## src/rtl/arb_mux_nx1.sv

```systemverilog
// rtl/arb_mux_nx1.sv - N-to-1 stream arbiter/mux with a registered output stage.
// Arbitration is fixed priority (lowest index) by default; define ARB_MUX_RR_EN for round-robin.
module arb_mux_nx1 #(
    parameter int NUM_OF_INPUTS = 5,
    parameter int INPUT_WIDTH   = 4,
    localparam int SW           = $clog2(NUM_OF_INPUTS)
) (
    input  logic                                 clk,
    input  logic                                 rst_n,
    input  logic [INPUT_WIDTH*NUM_OF_INPUTS-1:0] in_data,
    input  logic [NUM_OF_INPUTS-1:0]             in_valid,
    output logic [NUM_OF_INPUTS-1:0]             in_ready,
    output logic [INPUT_WIDTH-1:0]               out_data,
    output logic [SW-1:0]                        out_sel,
    output logic                                 out_valid,
    input  logic                                 out_ready
);

    logic                   out_valid_q, out_valid_d;
    logic [INPUT_WIDTH-1:0] out_data_q, out_data_d;
    logic [SW-1:0]          out_sel_q, out_sel_d;

    logic                   load_en;
    logic                   grant_found;
    logic [SW-1:0]          grant_idx;
    logic [INPUT_WIDTH-1:0] grant_data;

    assign load_en = !out_valid_q || out_ready;

`ifdef ARB_MUX_RR_EN
    logic [SW-1:0] last_grant_q, last_grant_d;
    logic [SW:0]   cand;

    // Search starts one past the last winner and wraps at NUM_OF_INPUTS, not at 2^SW.
    always_comb begin
        grant_found = 1'b0;
        grant_idx   = '0;
        cand        = '0;
        for (int k = 1; k <= NUM_OF_INPUTS; k++) begin
            cand = {1'b0, last_grant_q} + (SW+1)'(k);
            if (cand >= (SW+1)'(NUM_OF_INPUTS)) begin
                cand = cand - (SW+1)'(NUM_OF_INPUTS);
            end
            if (!grant_found && in_valid[cand[SW-1:0]]) begin
                grant_found = 1'b1;
                grant_idx   = cand[SW-1:0];
            end
        end
    end

    always_comb begin
        last_grant_d = last_grant_q;
        if (load_en && grant_found) begin
            last_grant_d = grant_idx;
        end
    end

    always_ff @(posedge clk) begin
        if (!rst_n) begin
            last_grant_q <= SW'(NUM_OF_INPUTS - 1);
        end else begin
            last_grant_q <= last_grant_d;
        end
    end
`else
    // Descending scan so the lowest asserted index is the final winner.
    always_comb begin
        grant_found = 1'b0;
        grant_idx   = '0;
        for (int i = NUM_OF_INPUTS - 1; i >= 0; i--) begin
            if (in_valid[i]) begin
                grant_found = 1'b1;
                grant_idx   = SW'(i);
            end
        end
    end
`endif

    always_comb begin
        grant_data = '0;
        for (int i = 0; i < NUM_OF_INPUTS; i++) begin
            if (grant_idx == SW'(i)) begin
                grant_data = in_data[i*INPUT_WIDTH +: INPUT_WIDTH];
            end
        end
    end

    // in_ready depends only on valids, out_ready and state; in_data feeds only the register.
    always_comb begin
        in_ready = '0;
        if (rst_n && load_en && grant_found) begin
            in_ready[grant_idx] = 1'b1;
        end
    end

    always_comb begin
        out_valid_d = out_valid_q;
        out_data_d  = out_data_q;
        out_sel_d   = out_sel_q;
        if (load_en) begin
            if (grant_found) begin
                out_valid_d = 1'b1;
                out_data_d  = grant_data;
                out_sel_d   = grant_idx;
            end else begin
                out_valid_d = 1'b0;
            end
        end
    end

    always_ff @(posedge clk) begin
        if (!rst_n) begin
            out_valid_q <= 1'b0;
            out_data_q  <= '0;
            out_sel_q   <= '0;
        end else begin
            out_valid_q <= out_valid_d;
            out_data_q  <= out_data_d;
            out_sel_q   <= out_sel_d;
        end
    end

    assign out_valid = out_valid_q;
    assign out_data  = out_data_q;
    assign out_sel   = out_sel_q;

endmodule

```

## config.mk

```make
export PLATFORM = sky130hd
export DESIGN_NAME = arb_mux_nx1
export DESIGN_NICKNAME = d
export VERILOG_FILES = /design/src/rtl/arb_mux_nx1.sv
export SDC_FILE = /design/constraint.sdc
export NUM_CORES = 1
export LEC_CHECK = 0
export CAP_MARGIN = 15
export CELL_PAD_IN_SITES_DETAIL_PLACEMENT = 0
export CELL_PAD_IN_SITES_GLOBAL_PLACEMENT = 2
export CORE_AREA = 2 2 61 63
export CTS_CLUSTER_DIAMETER = 120
export DETAILED_ROUTE_END_ITERATION = 7
export DIE_AREA = 0 0 63 65
export GPL_TIMING_DRIVEN = 0
export PLACE_DENSITY_LB_ADDON = 0.1
export SYNTH_ARGS = -nofsm -noshare
export SYNTH_HDL_FRONTEND = slang
export SYNTH_SLANG_ARGS = --single-unit
```

## constraint.sdc

```tcl
create_clock -name clk -period 2.2 [get_ports clk]
set_input_delay 0.44 -clock clk [delete_from_list [all_inputs] [get_ports clk]]
set_output_delay 0.44 -clock clk [all_outputs]
set_load 0.005 [all_outputs]
```

==> key figures <==
Die
  • Std-Cell Rows: 22
  • CORE AREA: 3500 sq um
  • Die area: 4100 sq um
  • Initial core utilization: 0.169
  • Die width: ~63 microns
  • Vert. Die Dim: 65 microns
  • I/O Pins: roughly 40

Synthesis
  • Fraction of registers with async set/reset: 0
  • Post-synth EDFFs: 0
  • Predominant post-synthesis flop cell: dfxtp_1
  • Area leader, netlist: dfxtp_1
  • Synth warn: 0
  • Post-synthesis cell area: approximately 600 sq um
  • Yosys top cell area share: 0.271
  • Flops & latches, synth: 8
  • Top post-synthesis cells by count: dfxtp_1 (8), o21ai_0 (8), nand2_1 (7)
  • Syn_nets: 105
  • Largest cells by area after synthesis: dfxtp_1 (27%), o21ai_0 (6.8%), and3_1 (6.4%)
  • Cells after Synth: 77
  • Distinct cells, synth: 26
  • Syn Area/Cell: 7.67 sq um
  • Post-synthesis sequential area ratio: 0.271

Setup path
  • CP max stage delay: 0.40 ns
  • Crit path from: out_ready
  • Worst path cell trace: clkdlybuf4s50_1 -> nand2b_4 -> clkbuf_8 -> buf_4 -> and4_1 -> dlygate4sd2_1
  • CP top delay family: buffers and inverters
  • RR Endpoint: out_data[3]
  • CP max-delay cell: clkdlybuf4s50_1
  • Flop-to-flop setup slack: a little under 0.9 ns
  • Data required, critical path: between 1.5 and 2 ns
  • Endpoint class of the critical path: primary output
  • Arrival time at the worst endpoint: around 1.7 ns
  • CP Max Fanout: 6
  • Startpoint Class: input port
  • Critical path start-end classification: in -> out
  • Cells on worst reg2reg path: 6
  • CP Buf/Inv Count: 4
  • Reg2Reg Launch Point: out_valid

Route
  • Post-detailed-route count of antenna-violating nets: 0
  • Residual DRC count: 0
  • Vias: between 700 and 800
  • Aggregate routed wire length: roughly 2100 microns
  • TritonRoute pass-1 iters: 4
  • 1st-iter DRT viols: 20
  • Routed length per placed instance: about 12 microns
  • Via-to-Cell Ratio: about 4.3

Timing
  • # setup viols final: 0
  • Final slew viol count: 0
  • Minimum clock period: about 2.1 ns
  • Worst slew margin: 0.716
  • Fin Hold WS: 0.458 ns
  • Worst Slack Setup Final: roughly 0.054 ns
  • RSZ-0062 raised after global routing: false
  • Fin Setup TNS: 0 ns
  • Worst slew pin tran: roughly 0.43 ns
  • Final worst-path cycle share: 0.976
  • Final Hold Fails: 0
  • Fmax achieved: approximately 470 MHz
  • Clock skew: 0.00303 ns

CTS
  • Clk slew on worst S/H paths: 0.06 ns
  • CTS tree: yes
  • Clock Latency Late Sink: roughly 0.25 ns
  • Worst-case clock buffer depth: 2
  • CTS Buf Count: 3
  • H-tree depth: 1
  • Clock Root Buffer: clkbuf_4
  • Clock sink count: 8

Worst hold path
  • Min-delay src: out_sel[0]
  • Worst hold endpoint: out_sel[0]
  • Min-delay worst type: reg -> reg
  • Hold Crit Depth: 2

Layout
  • Fraction of layout cells with a size suffix above 1: 0.228
  • Seq. cell area: roughly 160 sq um
  • Area of the multi-input gates: 449 sq um
  • Inserted Diodes: 0
  • Nets@finish: 157
  • Util after Layout: 0.340
  • Area growth from synthesis to layout: 101%
  • Fillers: 399
  • Design area: 1190 sq um

Placed design
  • Global placement routability congestion: roughly 0.73
  • Placement Setup Slack: -0.600 ns
  • Port buffer count: 39
  • Post-DP HPWL: approximately 1700 microns
  • Placement Cell Area: 1040 sq um

Global routing
  • GR peak layer: met2
  • Met2 usage: 0.178
  • Largest net degree at the start of global routing: 11
  • Vias in the first global route: around 760
  • GRT overflow: 0
  • GR Util met1: 0.135
  • Total GRT Usage: 0.109
  • Met3 usage: 0.0156
  • First-pass GRT wire length: 3420 microns
  • Initial antenna violation count: 0

Outcome
  • Outcome: finished, final reports clean

Flow run
  • Max-cap violations: 0

Power
  • PD cells: approximately 370 nW/um^2
  • Leakage: 0.477 nW
  • VDD IR max: approximately 0.11 mV
-- routing by layer --
layer,wire length (microns),up-vias
met5,0,-
met1,997,330
met4,0,0
met3,113,0
li1,-,392
met2,1020,26
-- cells by family (layout without fill, tap and decap cells) --
kind of cell	after synthesis	after routing	share of synthesized area
simple gates	36	36	0.356
buf+inv	6	56	0.0487
compound gates	27	27	0.324
flops	8	8	0.271
-- layout by cell type (no fill, tap or decap), types with 2 or more instances in the layout --
| cell | instances |
|---|---|
| o21ai_0 | 8 |
| nand3_1 | 2 |
| and4_1 | 2 |
| clkbuf_4 | 3 |
| a21boi_0 | 3 |
| a32oi_1 | 2 |
| buf_6 | 2 |
| buf_4 | 9 |
| a221o_1 | 2 |
| a21oi_1 | 3 |
| clkbuf_8 | 2 |
| dlygate4sd2_1 | 8 |
| nor2_1 | 3 |
| nor2_4 | 2 |
| a211oi_1 | 2 |
| dfxtp_1 | 8 |
| clkbuf_2 | 2 |
| clkdlybuf4s50_1 | 30 |
| and2_1 | 2 |
| nand2_1 | 6 |
| nor2b_1 | 3 |
| and3_1 | 6 |
| o31ai_1 | 5 |
-- through the flow --
stage                     total power [mW]  std cells
after floorplan                      0.218         77
after global routing                 0.475        175
after CTS                            0.448        175
final                                0.438        175
after detailed placement             0.308        164
after global placement               0.308        164
-- sequential cells by signal (all words and copies together), names as in the netlist --
register   count
out_valid      1
out_sel        3
out_data       4
-- final cells by class --
| cell class | count | area share |
|---|---|---|
| Timing Repair Buffer | 47 | 0.366 |
| Clock buffer | 3 | 0.0189 |
| Tap cell | 48 | 0.0505 |
| Multi-Input combinational cell | 63 | 0.377 |
| Buffer | 6 | 0.0526 |
| Sequential cell | 8 | 0.135 |
-- worst max path at each step --
stage / to / slack [ns] / cells past startpoint
finish: in_ready[3] / 0.05 / 6
global route: in_ready[3] / 0.02 / 6
CTS: in_ready[4] / 0.04 / 7
detailed placement: in_ready[4] / -0.60 / 6
global placement: in_ready[4] / -0.58 / 6
floorplan: in_ready[4] / 0.63 / 4
-- worst reg2reg max path, cell delays in order, from the launching register on --
cell and delay (ns):
dfxtp_1 0.37, nand2b_4 0.08, clkbuf_8 0.15, buf_4 0.13, nand2_2 0.10, nor2_4 0.05
a221o_1 0.33
-- timing repair --
item,CTS,global route
pin swaps,2,1
buffers inserted,8,0
cloned,0,0
hold buffers,0,0
gates resized for setup,31,2
endpoints found under the setup margin,5,1
-- report_power, final --
part	switching, mW	internal, mW
combinational	0.0637	0.101
sequential	0.00479	0.155
clock	0.0510	0.0625
total	0.119	0.319
(Power assumes the default switching activity.)
